<file path="src/rtl/fetch_queue.sv">
// fetch_queue: instruction byte fetcher and length-decoding queue for an 8080-style front end.
// Pulls two bytes per memory request into a circular byte FIFO. It presents whole 1..3 byte
// instructions to the decode stage with a valid/ready handshake.
//
// Ports:
//   clk, rst         clock and asynchronous active-high reset
//   imem_req/addr    two-byte fetch request at a byte address (odd addresses allowed)
//   imem_valid/data  response one cycle after the request, [7:0]=mem[addr], [15:8]=mem[addr+1]
//   inst             {opcode, low byte, high byte}; bytes beyond inst_len read as zero
//   inst_pc/len      address of the opcode byte and instruction length (1..3)
//   inst_valid/ready transfer handshake towards decode
//   redirect/_pc     flush everything and restart fetch and dispatch at redirect_pc
module fetch_queue #(
  parameter int unsigned QDEPTH = 6
) (
  input  logic        clk,
  input  logic        rst,
  output logic        imem_req,
  output logic [15:0] imem_addr,
  input  logic        imem_valid,
  input  logic [15:0] imem_data,
  output logic [23:0] inst,
  output logic [15:0] inst_pc,
  output logic [1:0]  inst_len,
  output logic        inst_valid,
  input  logic        inst_ready,
  input  logic        redirect,
  input  logic [15:0] redirect_pc
);

  localparam int unsigned PtrW = $clog2(QDEPTH);
  localparam int unsigned CntW = $clog2(QDEPTH + 1);
  localparam logic [PtrW:0]   DepthP = (PtrW + 1)'(QDEPTH);
  localparam logic [CntW-1:0] DepthC = CntW'(QDEPTH);

  typedef enum logic [0:0] {StRun, StHalted} state_e;

  state_e          state_q, state_d;
  logic [7:0]      mem_q [QDEPTH];
  logic [PtrW-1:0] head_q, head_d, tail_q, tail_d;
  logic [CntW-1:0] count_q, count_d;
  logic            pend_q, pend_d;
  logic [15:0]     fetch_pc_q, fetch_pc_d, inst_pc_q, inst_pc_d;

  logic [7:0]      b0, b1, b2;
  logic [1:0]      head_len;
  logic            xfer, enq, halt_now;
  logic [CntW-1:0] add_n, sub_n;

  // Pointer increment modulo QDEPTH; n never exceeds 3, so one correction suffices.
  function automatic logic [PtrW-1:0] ptr_add(input logic [PtrW-1:0] p, input logic [1:0] n);
    logic [PtrW:0] s;
    s = {1'b0, p} + {{(PtrW - 1){1'b0}}, n};
    if (s >= DepthP) s = s - DepthP;
    return s[PtrW-1:0];
  endfunction

  function automatic logic [1:0] op_len(input logic [7:0] op);
    logic [1:0] l;
    casez (op)
      8'b00??0001,                           // LXI
      8'b0010?010, 8'b0011?010,              // SHLD LHLD STA LDA
      8'b11000011, 8'b11001101,              // JMP CALL
      8'b11???010, 8'b11???100: l = 2'd3;    // Jccc Cccc
      8'b00???110,                           // MVI
      8'b11???110,                           // ADI ACI SUI SBI ANI XRI ORI CPI
      8'b11011011, 8'b11010011: l = 2'd2;    // IN OUT
      default:                  l = 2'd1;
    endcase
    return l;
  endfunction

  always_comb begin
    b0       = mem_q[head_q];
    b1       = mem_q[ptr_add(head_q, 2'd1)];
    b2       = mem_q[ptr_add(head_q, 2'd2)];
    head_len = op_len(b0);
  end

  // Decode-side outputs. Bytes within inst_len are always inside the occupied region,
  // so later enqueues at the tail never disturb a held instruction.
  always_comb begin
    inst_valid = (count_q != '0) && (count_q >= {{(CntW - 2){1'b0}}, head_len});
    inst_len   = (count_q == '0) ? 2'd1 : head_len;
    inst_pc    = inst_pc_q;
    inst       = '0;
    if (inst_valid) begin
      inst = {b0, (head_len >= 2'd2) ? b1 : 8'h00, (head_len == 2'd3) ? b2 : 8'h00};
    end
  end

  assign xfer     = inst_valid && inst_ready && !redirect;
  assign halt_now = xfer && (b0 == 8'h76);
  // A response only counts if we are still waiting for it; flushes clear pend_q.
  assign enq      = imem_valid && pend_q && !redirect && !halt_now;

  // FSM: state register
  always_ff @(posedge clk or posedge rst) begin
    if (rst) state_q <= StRun;
    else     state_q <= state_d;
  end

  // FSM: next state
  always_comb begin
    state_d = state_q;
    if (redirect)      state_d = StRun;
    else if (halt_now) state_d = StHalted;
  end

  // FSM: outputs
  always_comb begin
    imem_req  = !rst && (state_q == StRun) && !pend_q && !redirect &&
                (count_q <= DepthC - CntW'(2));
    imem_addr = fetch_pc_q;
  end

  // Queue and program-counter next state
  always_comb begin
    add_n      = enq  ? CntW'(2) : '0;
    sub_n      = xfer ? CntW'(head_len) : '0;
    head_d     = xfer ? ptr_add(head_q, head_len) : head_q;
    tail_d     = enq ? ptr_add(tail_q, 2'd2) : tail_q;
    count_d    = count_q + add_n - sub_n;
    pend_d     = imem_req || (pend_q && !imem_valid);
    fetch_pc_d = imem_req ? fetch_pc_q + 16'd2 : fetch_pc_q;
    inst_pc_d  = xfer ? inst_pc_q + {14'b0, head_len} : inst_pc_q;
    if (redirect) begin
      head_d     = '0;
      tail_d     = '0;
      count_d    = '0;
      pend_d     = 1'b0;
      fetch_pc_d = redirect_pc;
      inst_pc_d  = redirect_pc;
    end else if (halt_now) begin
      // Drop the queue and any request still in flight, including one issued this cycle.
      head_d  = '0;
      tail_d  = '0;
      count_d = '0;
      pend_d  = 1'b0;
    end
  end

  always_ff @(posedge clk or posedge rst) begin
    if (rst) begin
      head_q     <= '0;
      tail_q     <= '0;
      count_q    <= '0;
      pend_q     <= 1'b0;
      fetch_pc_q <= 16'h0000;
      inst_pc_q  <= 16'h0000;
    end else begin
      head_q     <= head_d;
      tail_q     <= tail_d;
      count_q    <= count_d;
      pend_q     <= pend_d;
      fetch_pc_q <= fetch_pc_d;
      inst_pc_q  <= inst_pc_d;
    end
  end

  // Storage needs no reset: entries are only read once count covers them.
  always_ff @(posedge clk) begin
    if (enq) begin
      mem_q[tail_q]                <= imem_data[7:0];
      mem_q[ptr_add(tail_q, 2'd1)] <= imem_data[15:8];
    end
  end

endmodule
</file>
<file path="config.mk">
export PLATFORM = sky130hd
export DESIGN_NAME = fetch_queue
export DESIGN_NICKNAME = d
export VERILOG_FILES = /design/src/rtl/fetch_queue.sv
export SDC_FILE = /design/constraint.sdc
export NUM_CORES = 1
export LEC_CHECK = 0
export CORE_MARGIN = 5
export CORE_UTILIZATION = 45
export CTS_CLUSTER_SIZE = 14
export DETAILED_ROUTE_END_ITERATION = 10
export GPL_ROUTABILITY_DRIVEN = 0
export PLACE_DENSITY_LB_ADDON = 0.1
export REMOVE_ABC_BUFFERS = 1
export SKIP_CTS_REPAIR_TIMING = 1
export SLEW_MARGIN = 5
export SYNTH_ARGS = -nofsm -noshare
export SYNTH_HDL_FRONTEND = slang
export SYNTH_SLANG_ARGS = --single-unit
</file>
<file path="constraint.sdc">
create_clock -name clk -period 12.82 [get_ports clk]
set_input_delay 1.282 -clock clk [delete_from_list [all_inputs] [get_ports clk]]
set_output_delay 1.282 -clock clk [all_outputs]
set_load 0.05 [all_outputs]
</file>
==> run metrics, run 1 <==
Slowest Stage Delay on Critical Path=0.70 ns; sum of net half-perimeters after detailed placement=11.9 mm; core region area=0.0132 mm²; proportion of layout cells with a drive suffix above 1=0.123; Vert. Die Dim=126 µm; antenna diode count=0; gate count of the mapped netlist=596; number of synthesized register bits=90; Clock Sink Count=90; critical path type=flop to output pin; final count of negative-setup-slack endpoints=0; dominant cell by count in the synthesized netlist=sky130_fd_sc_hd__nand2_1; global-route wire length before repair=26.2 mm; total vias in the final route=5082; run status=completed; WP buf/inv=4; clock root buffer master=sky130_fd_sc_hd__clkbuf_16; total standard cell area after synthesis=0.00601 mm²; io pins=97; cells along the critical path=buf_4 -> mux2i_1 -> a222oi_1 -> and2_1 -> nand3_1 -> o32ai_1 -> inv_1 -> ha_1 -> nand2b_1 -> a21oi_1 -> o21ba_2 -> inv_1 -> and2_1 -> clkdlybuf4s50_1; critical path peak fanout=35; number of warning messages in the yosys log=0; clock tree from TritonCTS=done; Fmax=141 MHz; final non-filler cell total=849; static leakage=2.63 nW; First DRT Iteration DRCs=732; Post-synth EDFFs=48; share of flip-flops with an asynchronous set or reset after synthesis=0.467; largest clock skew in the final design=0.00957 ns; CTS Buf Count=9; post-detailed-placement cell area=0.00705 mm²; register cell area after layout=0.00249 mm²; number of hold violations in the final report=0; number of pins exceeding their max-slew limit in the final report=0; vias in the first global route=4871; crit start category=flop; number of fill cells=1160; die area=0.0158 mm²; row cnt=42; final period utilization=0.552; count of input and output buffers=96; Syn Area/Cell=10.1 µm²; pin count of the biggest net entering global routing=43; Worst EP arrival=5.79 ns; PwrDens=135 mW/mm²; required time worst endpoint=11.54 ns; Remaining DRCs=0; ANT nets after route=0; per-cell routed wire length=19.6 µm; leading cell types by total area after synthesis=sky130_fd_sc_hd__edfxtp_1 (24%), sky130_fd_sc_hd__dfrtp_1 (17%), sky130_fd_sc_hd__mux2i_1 (5.3%); worst slew pin tran=1.10 ns; RSZ-0062 raised after global routing=false; Commonest cells post-synth=sky130_fd_sc_hd__nand2_1 (53), sky130_fd_sc_hd__nor2_1 (49), sky130_fd_sc_hd__edfxtp_1 (48); class of the worst hold path=flop to flop; Max-Cap Viols=0; clock edge transition at the registers on the reported setup and hold paths=0.06 ns; starting utilization of the core area=0.456; Detailed Routing Iterations Pass 1=5; Synth top area share=0.240; total non-filler cell area in the finished layout=0.00735 mm²; distinct cell type count of the synthesized netlist=59; number of levels in the clock H-tree=3; synthesis-to-finish area growth=22.2%; cell type contributing the most total cell area after synthesis=sky130_fd_sc_hd__edfxtp_1; number of placed instances, taps included=833; worst vdd rail ir drop=0.0000561 V; worst max-slew margin expressed relative to the limit=0.261; overflow left after global routing=0; floorplan die width=126 µm; average vias per placed instance=5.99; multi-input logic area=0.00324 mm²; CTS max path bufs=2; Detailed Route WL=16.6 mm; CP max-delay cell=sky130_fd_sc_hd__clkdlybuf4s50_1; clock latency of the later-clocked register in the worst-skew pair=0.35 ns; Total Nets Final=727; shortest clock period the worst path allows after layout=7.07 ns; endpoint class of the critical path=output pin; setup_tns=0 ns; initial antenna violation count=0; most used flip-flop cell after synthesis=sky130_fd_sc_hd__edfxtp_1; CP top delay family=compound AO/OA/AOI/OAI gates; total global-route track usage=0.209; sequential element share of the synthesized area=0.415
## final timing paths
| kind | from | endpoint | slack, ns | depth (start not counted) |
|---|---|---|---|---|
| setup / recovery | head_q[0]$_DFFE_PP0P_ | inst[22] | 5.75 | 14 |
| hold / removal | state_q$_DFFE_PP0N_ | state_q$_DFFE_PP0N_ | 0.51 | 2 |
| setup reg to reg | head_q[0]$_DFFE_PP0P_ | count_q[2]$_DFF_PP0_ | 5.89 | 21 |
| hold reg to reg | state_q$_DFFE_PP0N_ | state_q$_DFFE_PP0N_ | 0.51 | 2 |
| max in group asynchronous | rst | head_q[0]$_DFFE_PP0P_ | 10.96 | 3 |
| min in group asynchronous | rst | inst_pc[7]$_DFFE_PP0P_ | 1.44 | 3 |
## worst min-delay path, stage by stage (launching register included)
cell and delay [ns]:
sky130_fd_sc_hd__dfrtp_1 0.35, sky130_fd_sc_hd__nor2_1 0.05, sky130_fd_sc_hd__nor2_1 0.08
## layer usage
layer / vias to the layer above / global-route usage / share of wire
li1: 2360 / - / -
met1: 2503 / 0.304 / 0.45
met2: 193 / 0.313 / 0.46
met3: 26 / 0.0362 / 0.070
met4: 0 / 0.0740 / 0.017
met5: - / 0 / 0
## cells by family (layout without fill, tap and decap cells)
logic type / after synthesis / in the layout / share of synthesized area
AOI/OAI and AO/OA: 116 / 116 / 0.129
xor gates and xnor gates: 28 / 28 / 0.0408
adders and majority gates: 22 / 22 / 0.0495
buffers and inverters: 64 / 141 / 0.0479
DFF: 90 / 90 / 0.415
muxes: 68 / 68 / 0.138
and+or+nand+nor: 208 / 208 / 0.181
## where the power goes
group | switching (mW) | internal (mW)
Clock | 0.113 | 0.148
Combinational | 0.242 | 0.143
Sequential | 0.0252 | 0.321
Total | 0.380 | 0.612
## area by class of cell
| cell class | count | share of cell area |
|---|---|---|
| multi-input cells | 442 | 0.441 |
| flip-flops and latches | 90 | 0.339 |
| repair buffers | 105 | 0.140 |
| clock buffers | 12 | 0.0365 |
| well taps | 176 | 0.0300 |
| inverters | 20 | 0.0102 |
| clock inverters | 4 | 0.00324 |
## cells in the final DEF, fill, tap and decap left out, drive strengths merged, types with 6 or more instances in the layout
| cell type | synthesis | layout |
|---|---|---|
| clkdlybuf4s50 | 0 | 96 |
| nand2 | 54 | 54 |
| nor2 | 50 | 50 |
| edfxtp | 48 | 48 |
| dfrtp | 42 | 42 |
| a21oi | 37 | 37 |
| mux2i | 32 | 32 |
| nor3 | 29 | 29 |
| mux2 | 27 | 27 |
| o21ai | 22 | 22 |
| inv | 20 | 19 |
| ha | 19 | 19 |
| o22ai | 18 | 18 |
| nand3 | 16 | 16 |
| xnor2 | 15 | 15 |
| xor2 | 13 | 13 |
| and3 | 12 | 12 |
| clkbuf | 32 | 12 |
| nand4 | 10 | 10 |
| mux4 | 9 | 9 |
| buf | 12 | 9 |
| or3 | 6 | 6 |
## flip-flops by register name (all words and copies together), names as in the netlist
signal and flops:
state_q 1, tail_q 2, pend_q 1, inst_pc 16, imem_addr 16, head_q 3, mem_q 48, count_q 3
## stage by stage
stage                     total power, mW  hold slack [ns]  utilization  setup WS, ns
after CTS                           0.996            0.526        0.557          5.80
after floorplan                     0.612            0.467            -          4.62
after global routing                 1.04            0.581        0.557          5.32
final                               0.992            0.515        0.557          5.75
after global placement              0.728            0.490        0.535          6.25
after detailed placement            0.735            0.509        0.535          5.96
(Power assumes the default switching activity.)
==> run 2: changes to the inputs <==
==> constraint.sdc (replaced) <==
create_clock -name clk -period 5.9 [get_ports clk]
set_input_delay 0.59 -clock clk [delete_from_list [all_inputs] [get_ports clk]]
set_output_delay 0.59 -clock clk [all_outputs]
set_load 0.05 [all_outputs]
==> run metrics, run 2 (synthesis results as in run 1) <==
CTS max path bufs=2; ANT nets after route=0; clock tree from TritonCTS=done; CP max-delay cell=sky130_fd_sc_hd__clkdlybuf4s50_1; shortest clock period the worst path allows after layout=5.61 ns; global-route wire length before repair=27.6 mm; cells along the critical path=buf_4 -> mux2i_1 -> a22oi_1 -> a21boi_2 -> or3_4 -> o32ai_1 -> inv_1 -> ha_1 -> nand2b_1 -> a21oi_1 -> o21ba_2 -> buf_4 -> nor3_1 -> clkdlybuf4s50_1; total non-filler cell area in the finished layout=0.00740 mm²; most prevalent standard cell on the critical path=sky130_fd_sc_hd__buf_4; clock edge transition at the registers on the reported setup and hold paths=0.07 ns; critical path peak fanout=23; Slowest Stage Delay on Critical Path=0.88 ns; antenna diode count=0; core region area=0.0132 mm²; number of levels in the clock H-tree=3; Vert. Die Dim=126 µm; Max-Cap Viols=0; clock latency of the later-clocked register in the worst-skew pair=0.36 ns; Total Power=2.19 mW; number of pins exceeding their max-slew limit in the final report=0; required time worst endpoint=5.31 ns; count of input and output buffers=96; starting utilization of the core area=0.456; Clock Sink Count=90; Remaining DRCs=0; class of the worst hold path=primary input to async pin; proportion of layout cells with a drive suffix above 1=0.133; First DRT Iteration DRCs=625; average vias per placed instance=5.90; die area=0.0158 mm²; Fmax=178 MHz; vias in the first global route=4987; crit start category=flop; flip-flop count of the largest register, all copies and words added=48; io pins=97; final period utilization=0.951; register name with the most flops=mem_q; total vias in the final route=5045; pin count of the biggest net entering global routing=34; final count of negative-setup-slack endpoints=0; run status=completed; sum of net half-perimeters after detailed placement=12.4 mm; initial antenna violation count=0; synthesis-to-finish area growth=23.1%; PwrDens=296 mW/mm²; clock root buffer master=sky130_fd_sc_hd__clkbuf_16; largest clock skew in the final design=0.0109 ns; post-route worst hold slack=0.516 ns; Worst EP arrival=5.02 ns; most common cell after layout, fill and taps aside=sky130_fd_sc_hd__clkdlybuf4s50_1; per-cell routed wire length=20.0 µm; overflow left after global routing=0; CTS Buf Count=9; critical path type=flop to output pin; Total Nets Final=733; Detailed Routing Iterations Pass 1=5; top library cells by usage in the layout, fill and taps aside=sky130_fd_sc_hd__clkdlybuf4s50_1 (93), sky130_fd_sc_hd__nand2_1 (53), sky130_fd_sc_hd__nor2_1 (49), sky130_fd_sc_hd__edfxtp_1 (48), sky130_fd_sc_hd__dfrtp_1 (41); floorplan die width=126 µm; worst vdd rail ir drop=0.000188 V; endpoint class of the critical path=output pin; static leakage=2.71 nW; total global-route track usage=0.221; setup_tns=0 ns; number of hold violations in the final report=0; RSZ-0062 raised after global routing=false; Detailed Route WL=17.1 mm; worst max-slew margin expressed relative to the limit=0.299; worst slew pin tran=1.04 ns; post-detailed-placement cell area=0.00710 mm²; row cnt=42
==> run 2: cell count changes in the layout (fill, tap and decap cells not counted), sizes merged <==
cell,change
inv,+2
dlymetal6s2s,+2
clkdlybuf4s50,-3
buf,+7
clkinv,-2
==> run 2: routing by layer <==
| metal | track usage | vias to the layer above | share of wire |
|---|---|---|---|
| met5 | 0 | - | 0 |
| met4 | 0.0682 | 0 | 0.017 |
| met3 | 0.0635 | 26 | 0.073 |
| met2 | 0.328 | 193 | 0.45 |
| met1 | 0.315 | 2457 | 0.46 |
| li1 | - | 2369 | - |
==> run 2: cell type report <==
| class | instances | area [µm²] |
|---|---|---|
| inverters | 20 | 75.1 |
| clock inverters | 4 | 31.3 |
| multi-input cells | 442 | 3240 |
| well taps | 176 | 220 |
| flip-flops and latches | 90 | 2490 |
| repair buffers | 111 | 1080 |
| fillers | 1185 | 5790 |
| clock buffers | 12 | 268 |
==> run 2: metrics by stage <==
step,std cells,utilization,worst slack (ns)
detailed placement,839,0.538,0.519
floorplan,552,-,-1.61
global route,855,0.561,0.0307
finish,855,0.561,0.288
CTS,855,0.561,0.277
global placement,839,0.538,0.645
==> run 2: power by group <==
group | internal (mW) | switching [mW]
Clock | 0.326 | 0.258
Combinational | 0.318 | 0.532
Sequential | 0.697 | 0.0561
Total | 1.34 | 0.847
==> run 2: worst paths after layout <==
path / startpoint / to / slack (ns) / cells after the start
worst max-delay path: head_q[0]$_DFFE_PP0P_ / inst[7] / 0.29 / 14
min in group clk: imem_addr[15]$_DFFE_PP0N_ / imem_addr[15]$_DFFE_PP0N_ / 0.55 / 1
max in group asynchronous: rst / head_q[0]$_DFFE_PP0P_ / 4.63 / 3
worst max register to register: head_q[0]$_DFFE_PP0P_ / count_q[2]$_DFF_PP0_ / 0.49 / 21
worst min register to register: imem_addr[15]$_DFFE_PP0N_ / imem_addr[15]$_DFFE_PP0N_ / 0.55 / 1
worst min-delay path: rst / inst_pc[8]$_DFFE_PP0P_ / 0.52 / 2
==> run 2: worst max-delay path: cells and delay by family (launching register included) <==
| family | cells | cell delay (ns) |
|---|---|---|
| buffers and inverters | 4 | 1.63 |
| AND/OR/NAND/NOR | 3 | 0.88 |
| AO/OA/AOI/OAI | 5 | 0.88 |
| flip-flops | 1 | 0.69 |
| adder cells (fa/ha/maj) | 1 | 0.31 |
| multiplexers | 1 | 0.26 |
